File: src/rtl/invtran_pkg.sv
// -----------------------------------------------------------------------------
// invtran_pkg
// Shared types and helpers for the inverse-transform arbiter slice.
//   DEF_BIT_LENGTH : default MSB index of a signed coefficient/residual
//   coef_t / blk_t : one coefficient / one 4x4 block of 16 coefficients
//   src_t          : requester identity (0 = luma, 1 = chroma)
//   tag_t          : {valid, src} carried alongside a block inside the core
//   rr_grant       : two-way round-robin pick returning a one-hot grant
// -----------------------------------------------------------------------------
package invtran_pkg;

  localparam int DEF_BIT_LENGTH = 15;

  typedef logic signed [DEF_BIT_LENGTH:0] coef_t;
  typedef coef_t [15:0]                   blk_t;

  typedef logic src_t;
  localparam src_t SRC_LUMA   = 1'b0;
  localparam src_t SRC_CHROMA = 1'b1;

  typedef struct packed {
    logic valid;
    src_t src;
  } tag_t;

  // With both requesters eligible the one that did not win last time goes.
  function automatic logic [1:0] rr_grant(input logic [1:0] elig, input logic last);
    logic [1:0] gnt;
    gnt = 2'b00;
    case (elig)
      2'b01:   gnt = 2'b01;
      2'b10:   gnt = 2'b10;
      2'b11:   gnt = last ? 2'b01 : 2'b10;
      default: gnt = 2'b00;
    endcase
    return gnt;
  endfunction

endpackage

File: src/rtl/invtran_resp_fifo.sv
// -----------------------------------------------------------------------------
// invtran_resp_fifo
// First-word-fall-through response FIFO; the head entry is visible on data_o
// whenever valid_o is high and advances on the edge after valid_o & rd_en_i.
// Ports:
//   clk, reset     : clock, asynchronous active-low reset (empties the FIFO)
//   wr_en_i/data_i : push one block
//   rd_en_i        : pop request (ignored when empty)
//   valid_o/data_o : non-empty flag and head block (zero when empty)
//   count_o        : current occupancy
// -----------------------------------------------------------------------------
module invtran_resp_fifo
  import invtran_pkg::*;
#(
  parameter int DEPTH = 4,
  parameter int W     = $bits(blk_t),
  parameter int CW    = $clog2(DEPTH + 1)
) (
  input  logic          clk,
  input  logic          reset,
  input  logic          wr_en_i,
  input  logic [W-1:0]  wr_data_i,
  input  logic          rd_en_i,
  output logic          valid_o,
  output logic [W-1:0]  data_o,
  output logic [CW-1:0] count_o
);

  localparam int PW = (DEPTH > 1) ? $clog2(DEPTH) : 1;

  logic [W-1:0]  mem_q [DEPTH];
  logic [PW-1:0] wr_ptr_q, wr_ptr_d;
  logic [PW-1:0] rd_ptr_q, rd_ptr_d;
  logic [CW-1:0] count_q, count_d;
  logic          push_s, pop_s, full_s;

  // Pointers wrap explicitly so DEPTH need not be a power of two.
  function automatic logic [PW-1:0] ptr_inc(input logic [PW-1:0] p);
    if (p == PW'(DEPTH - 1)) begin
      return {PW{1'b0}};
    end else begin
      return p + PW'(1);
    end
  endfunction

  // Next-state for pointers and occupancy; push and pop in one cycle net out.
  always_comb begin
    full_s   = (count_q == CW'(DEPTH));
    pop_s    = rd_en_i && (count_q != {CW{1'b0}});
    push_s   = wr_en_i && (!full_s || pop_s);
    wr_ptr_d = push_s ? ptr_inc(wr_ptr_q) : wr_ptr_q;
    rd_ptr_d = pop_s  ? ptr_inc(rd_ptr_q) : rd_ptr_q;
    case ({push_s, pop_s})
      2'b10:   count_d = count_q + CW'(1);
      2'b01:   count_d = count_q - CW'(1);
      default: count_d = count_q;
    endcase
  end

  // Pointer and occupancy registers.
  always_ff @(posedge clk or negedge reset) begin
    if (!reset) begin
      wr_ptr_q <= {PW{1'b0}};
      rd_ptr_q <= {PW{1'b0}};
      count_q  <= {CW{1'b0}};
    end else begin
      wr_ptr_q <= wr_ptr_d;
      rd_ptr_q <= rd_ptr_d;
      count_q  <= count_d;
    end
  end

  // Storage array; cleared on reset so no stale residual survives it.
  always_ff @(posedge clk or negedge reset) begin
    if (!reset) begin
      for (int i = 0; i < DEPTH; i++) begin
        mem_q[i] <= {W{1'b0}};
      end
    end else if (push_s) begin
      mem_q[wr_ptr_q] <= wr_data_i;
    end
  end

  assign valid_o = (count_q != {CW{1'b0}});
  assign data_o  = valid_o ? mem_q[rd_ptr_q] : {W{1'b0}};
  assign count_o = count_q;

endmodule

File: src/rtl/invtran_arbiter.sv
// -----------------------------------------------------------------------------
// invtran_arbiter
// Shares one fixed-latency pipelined 4x4 inverse-transform core between a luma
// requester (0) and a chroma requester (1). Round-robin issue of at most one
// block per cycle, a {valid, src} tag pipeline that mirrors the core latency,
// and per-requester response FIFOs protected by credits so the non-stalling
// core can never overrun them.
// Ports:
//   clk, reset               : clock, asynchronous active-low reset
//   enable                   : gates new grants only
//   req_valid / req_ready    : per-requester handshake (ready is combinational)
//   req0_coef / req1_coef    : input coefficient blocks
//   core_valid / core_coef   : registered issue to the core
//   core_res                 : core output, CORE_LATENCY cycles after core_valid
//   resp_valid / resp_ready  : per-requester FIFO handshake
//   resp0_data / resp1_data  : FIFO heads
// -----------------------------------------------------------------------------
module invtran_arbiter
  import invtran_pkg::*;
#(
  parameter int BIT_LENGTH   = DEF_BIT_LENGTH,
  parameter int CORE_LATENCY = 2,
  parameter int RESP_DEPTH   = 4
) (
  input  logic                            clk,
  input  logic                            reset,
  input  logic                            enable,
  input  logic [1:0]                      req_valid,
  output logic [1:0]                      req_ready,
  input  logic signed [15:0][BIT_LENGTH:0] req0_coef,
  input  logic signed [15:0][BIT_LENGTH:0] req1_coef,
  output logic                            core_valid,
  output logic signed [15:0][BIT_LENGTH:0] core_coef,
  input  logic signed [15:0][BIT_LENGTH:0] core_res,
  output logic [1:0]                      resp_valid,
  input  logic [1:0]                      resp_ready,
  output logic signed [15:0][BIT_LENGTH:0] resp0_data,
  output logic signed [15:0][BIT_LENGTH:0] resp1_data
);

  localparam int W  = 16 * (BIT_LENGTH + 1);
  localparam int CW = $clog2(RESP_DEPTH + 1);

  logic                             core_valid_q, core_valid_d;
  logic signed [15:0][BIT_LENGTH:0] core_coef_q, core_coef_d;
  src_t                             core_src_q, core_src_d;
  logic                             last_q, last_d;
  tag_t                             tag_q [CORE_LATENCY];
  tag_t                             tail_s;

  logic [1:0][CW-1:0] occ_s;
  logic [1:0][CW-1:0] infl_s;
  logic [1:0][CW-1:0] credit_s;
  logic [1:0]         elig_s;
  logic [1:0]         gnt_s;
  logic               accept_s;
  logic [1:0]         fifo_wr_s;

  // Credits: a block counts against its requester from the issue register
  // through every tag stage until it lands in the FIFO. All terms are
  // registered, so a pop only frees credit on the following cycle.
  always_comb begin
    for (int i = 0; i < 2; i++) begin
      infl_s[i] = CW'(core_valid_q && (core_src_q == src_t'(i)));
      for (int s = 0; s < CORE_LATENCY; s++) begin
        infl_s[i] = infl_s[i] + CW'(tag_q[s].valid && (tag_q[s].src == src_t'(i)));
      end
      credit_s[i] = CW'(RESP_DEPTH) - occ_s[i] - infl_s[i];
      elig_s[i]   = enable && req_valid[i] && (credit_s[i] != {CW{1'b0}});
    end
  end

  // Grant selection; held off while reset is asserted.
  always_comb begin
    gnt_s    = rr_grant(elig_s, last_q);
    accept_s = |gnt_s;
    if (reset) begin
      req_ready = gnt_s;
    end else begin
      req_ready = 2'b00;
    end
  end

  // Issue-stage next state; core_coef holds its last block when idle.
  always_comb begin
    core_valid_d = accept_s;
    core_coef_d  = core_coef_q;
    core_src_d   = core_src_q;
    last_d       = last_q;
    if (accept_s) begin
      core_coef_d = gnt_s[1] ? req1_coef : req0_coef;
      core_src_d  = src_t'(gnt_s[1]);
      last_d      = gnt_s[1];
    end else begin
      core_coef_d = core_coef_q;
    end
  end

  // Issue register and round-robin pointer (requester 0 wins the first tie).
  always_ff @(posedge clk or negedge reset) begin
    if (!reset) begin
      core_valid_q <= 1'b0;
      core_coef_q  <= '{default: '0};
      core_src_q   <= SRC_LUMA;
      last_q       <= 1'b1;
    end else begin
      core_valid_q <= core_valid_d;
      core_coef_q  <= core_coef_d;
      core_src_q   <= core_src_d;
      last_q       <= last_d;
    end
  end

  // Tag pipeline matching the core latency; reset discards in-flight blocks.
  always_ff @(posedge clk or negedge reset) begin
    if (!reset) begin
      for (int s = 0; s < CORE_LATENCY; s++) begin
        tag_q[s] <= '{valid: 1'b0, src: SRC_LUMA};
      end
    end else begin
      tag_q[0] <= '{valid: core_valid_q, src: core_src_q};
      for (int s = 1; s < CORE_LATENCY; s++) begin
        tag_q[s] <= tag_q[s-1];
      end
    end
  end

  assign tail_s       = tag_q[CORE_LATENCY-1];
  assign fifo_wr_s[0] = tail_s.valid && (tail_s.src == SRC_LUMA);
  assign fifo_wr_s[1] = tail_s.valid && (tail_s.src == SRC_CHROMA);
  assign core_valid   = core_valid_q;
  assign core_coef    = core_coef_q;

  invtran_resp_fifo #(
    .DEPTH (RESP_DEPTH),
    .W     (W),
    .CW    (CW)
  ) u_fifo0 (
    .clk       (clk),
    .reset     (reset),
    .wr_en_i   (fifo_wr_s[0]),
    .wr_data_i (core_res),
    .rd_en_i   (resp_ready[0]),
    .valid_o   (resp_valid[0]),
    .data_o    (resp0_data),
    .count_o   (occ_s[0])
  );

  invtran_resp_fifo #(
    .DEPTH (RESP_DEPTH),
    .W     (W),
    .CW    (CW)
  ) u_fifo1 (
    .clk       (clk),
    .reset     (reset),
    .wr_en_i   (fifo_wr_s[1]),
    .wr_data_i (core_res),
    .rd_en_i   (resp_ready[1]),
    .valid_o   (resp_valid[1]),
    .data_o    (resp1_data),
    .count_o   (occ_s[1])
  );

endmodule

File: config.mk
export PLATFORM = sky130hd
export DESIGN_NAME = invtran_arbiter
export DESIGN_NICKNAME = d
export VERILOG_FILES = /design/src/rtl/invtran_pkg.sv /design/src/rtl/invtran_resp_fifo.sv /design/src/rtl/invtran_arbiter.sv
export SDC_FILE = /design/constraint.sdc
export NUM_CORES = 2
export LEC_CHECK = 0
export CORE_AREA = 8 8 600 602
export CTS_CLUSTER_SIZE = 40
export DETAILED_ROUTE_END_ITERATION = 7
export DIE_AREA = 0 0 608 610
export PLACE_DENSITY = 0.48
export SKIP_LAST_GASP = 1
export SLEW_MARGIN = 20
export SYNTH_ARGS = -nofsm -noshare
export SYNTH_HDL_FRONTEND = slang
export SYNTH_SLANG_ARGS = --single-unit
File: constraint.sdc
create_clock -name clk -period 4.3 [get_ports clk]
set_clock_uncertainty 0.05 [all_clocks]
set_input_delay 0.86 -clock clk [delete_from_list [all_inputs] [get_ports clk]]
set_output_delay 0.86 -clock clk [all_outputs]
set_load 0.02 [all_outputs]
==> flow_summary_export.csv <==
group,metric,value,unit
yosys,synth-main-ff-cell,"dfrtp_1",
place,place_hpwl,352800,um
yosys,synth_cells,6543,
cells_and_area,layout_common_cells,"2,317 x dfrtp_1, 2,050 x mux2_2, 1,357 x clkdlybuf4s50_1, 512 x mux4_2, 511 x and2_1",
drt,drtAntennaViolNets,0,
place,dpl_cell_area,0.1259,mm^2
power_and_ir_drop,power,0.1298,W
drt,drt-initial-drc-count,4002,
worst_setup_path,start_kind,"flip-flop",
cts,cts_tree,"built",
floorplanning,fp.dieArea,0.3709,mm^2
worst_setup_path,critPathArrivalTime,3.49,ns
drt,wl,477700,um
hold_path,min_path_type,"in -> async",
worst_setup_path,crit_path_end_kind,"output port",
yosys,yosys_warnings,0,
sta,period_share,102.4,%
floorplanning,core,0.3508,mm^2
yosys,yosysSeqAreaShare,56.03,%
sta,slew_viol_final,0,
status,violations,"setup timing",
floorplanning,num_rows,218,
place,dp_slack,0.06610,ns
global_route,grt_pass1_vias,73100,
sta,rsz0062_at_grt,"true",
global_route,grt_max_degree,191,
yosys,yosysTopAreaCellShare,56.01,%
global_route,antenna_found_initial,223,
yosys,ys_top_cells_by_area,"dfrtp_1 56%, mux2_2 22%, mux4_2 11%",
worst_setup_path,crit_path_max_fanout,3,
global_route,grt_first_pass_wirelength,650900,um
sta,finalSetupViolations,1,
cells_and_area,area_delta_synth_final,31.74,%
floorplanning,dieHeight,610,um
job,drv_cap,0,
worst_setup_path,crit_type,"reg -> out",
status,status,"finished with violations",
yosys,synth-edff-count,0,
place,gp_congestion,0.9641,
floorplanning,pin_count,1548,
cts,cts_root_buffer,"clkbuf_16",
cells_and_area,drive_gt1_share,39.95,%
sta,finalHoldViolations,0,
sta,slew_headroom,23.06,%
floorplanning,start_util,29.60,%
sta,fin_ws,-0.1013,ns
cells_and_area,final_common_cell,"dfrtp_1",
sta,min_period,4.401,ns
sta,worst_pin_slew,1.154,ns
drt,vias,67780,
drt,wl_per_cell,36.18,um
cts,clkTransAtPathRegs,0.06,ns
power_and_ir_drop,p_leak,57.94,nW
drt,first_pass_iters,5,
yosys,syn_area_per_cell,15.87,um^2
cts,cts.path.max_buffers,4,
cts,clkSinkCount,2325,
drt,drc,0,
yosys,synth.distinct_cells,45,
yosys,syn_nets,7338,
yosys,async_flop_share,100.0,%
cells_and_area,fillers,32890,
power_and_ir_drop,pwr_density_cell,949.1,mW/mm^2
power_and_ir_drop,peakVddDrop,0.5053,mV
cells_and_area,fin_area,0.1368,mm^2
cells_and_area,final_nets,8950,
yosys,netlist_area,0.1038,mm^2
yosys,synth_largest_area_cell,"dfrtp_1",
yosys,ys_ff_latch,2325,
global_route,track_usage,25.05,%
drt,viasPerCell,5.134,
cts,insertion_delay,0.88,ns
worst_setup_path,cp.required,3.39,ns
place,io_buffers,1547,
cts,h-tree-depth,5,
sta,clock.fmax,227.2,MHz
floorplanning,die_w,608,um
cts,cts_buffers,288,
global_route,grt_overflow,0,
[routing by layer]
layer,vias up,wire length [um],GRT usage (%)
li1,27940,-,-
met3,837,30690,6.869
met5,-,427,0
met2,2092,247600,45.00
met4,64,30740,13.63
met1,36850,168300,26.62
[what timing repair did]
item	CTS	global route
pin swaps	8	9
setup buffers	44	4
endpoints found under the hold margin	38	0
setup endpoints to repair	488	36
hold buffers	1	0
gates cloned	9	2
gates resized for setup	199	45
[logic make-up after synthesis]
kind of cell             Yosys count  share of synthesized area [%]
XOR/XNOR                           8                        0.09519
AO/OA/AOI/OAI                    284                          2.659
adder cells (fa/ha/maj)           20                         0.2699
flip-flops                      2325                          56.03
AND/OR/NAND/NOR                  813                          5.156
multiplexers                    2562                          33.34
buffers and inverters            531                          2.451
[Yosys cell counts, types with 6 or more instances]
cell,count
dfrtp_1,2324
mux2_2,2050
and2_1,514
mux4_2,512
buf_2,273
nor3b_1,257
a221o_1,256
clkbuf_1,182
buf_1,30
buf_6,27
nand2_1,20
inv_1,17
ha_1,16
o21ai_0,7
xnor2_1,6
[final timing paths]
kind                          start                 end  slack (ns)  cells past startpoint
max                        tag_q[1]        req_ready[1]       -0.10                     13
min in group clk           tag_q[2]            tag_q[0]        0.42                      0
min reg2reg                tag_q[2]            tag_q[0]        0.42                      0
max reg2reg                tag_q[1]      core_coef[247]        0.53                     15
max in group asynchronous     reset  u_fifo0.mem_q[842]        2.56                      4
min                           reset  u_fifo0.mem_q[265]        0.19                      2
[sequential cells by signal, summed over array words and instances (netlist names), 2 cells and up]
name              flops
tag_q                 4
u_fifo0.mem_q      1024
u_fifo0.wr_ptr_q      2
core_coef           256
u_fifo0.rd_ptr_q      2
u_fifo1.rd_ptr_q      2
u_fifo1.count_o       3
u_fifo1.wr_ptr_q      2
u_fifo0.count_o       3
u_fifo1.mem_q      1024
[worst max-delay path, stage by stage, from the launching register on]
cell     delay (ns)
dfrtp_1        0.41
buf_6          0.14
nand2_4        0.07
inv_2          0.04
fa_2           0.53
inv_1          0.04
ha_2           0.16
ha_2           0.17
xnor3_2        0.24
and2_4         0.16
nor3b_4        0.22
buf_12         0.15
and2_4         0.15
buf_6          0.11
[through the flow]
step	cells	hold slack (ns)	TNS, ns	util [%]
3_5_place_dp	12430	0.3254	0	35.90
5_1_grt	13180	0.1403	-0.3088	38.98
4_1_cts	12990	0.1114	-0.9973	38.79
6_report	13200	0.1913	-0.1013	39.00
3_3_place_gp	12430	0.3263	0	35.90
2_1_floorplan	6543	0.3091	0	-
[layout make-up]
| type | count | area, um^2 | share of cell area (%) |
|---|---|---|---|
| clock buffer | 424 | 8443 | 6.172 |
| multi-input combinational | 3689 | 43300 | 31.65 |
| clock inverter | 85 | 917.1 | 0.6704 |
| timing repair buffer | 1834 | 19570 | 14.31 |
| antenna | 208 | 520.5 | 0.3805 |
| tap | 4620 | 5781 | 4.226 |
| inverter | 17 | 63.81 | 0.04665 |
| sequential | 2325 | 58200 | 42.54 |
[power by group]
| part | switching [W] | internal, W | total [W] |
|---|---|---|---|
| registers | 0.00608 | 0.0327 | 0.0388 |
| clock network | 0.0100 | 0.0143 | 0.0243 |
| logic | 0.0347 | 0.0321 | 0.0667 |
| total | 0.0508 | 0.0791 | 0.130 |
Power figures use the tool's default switching activity.
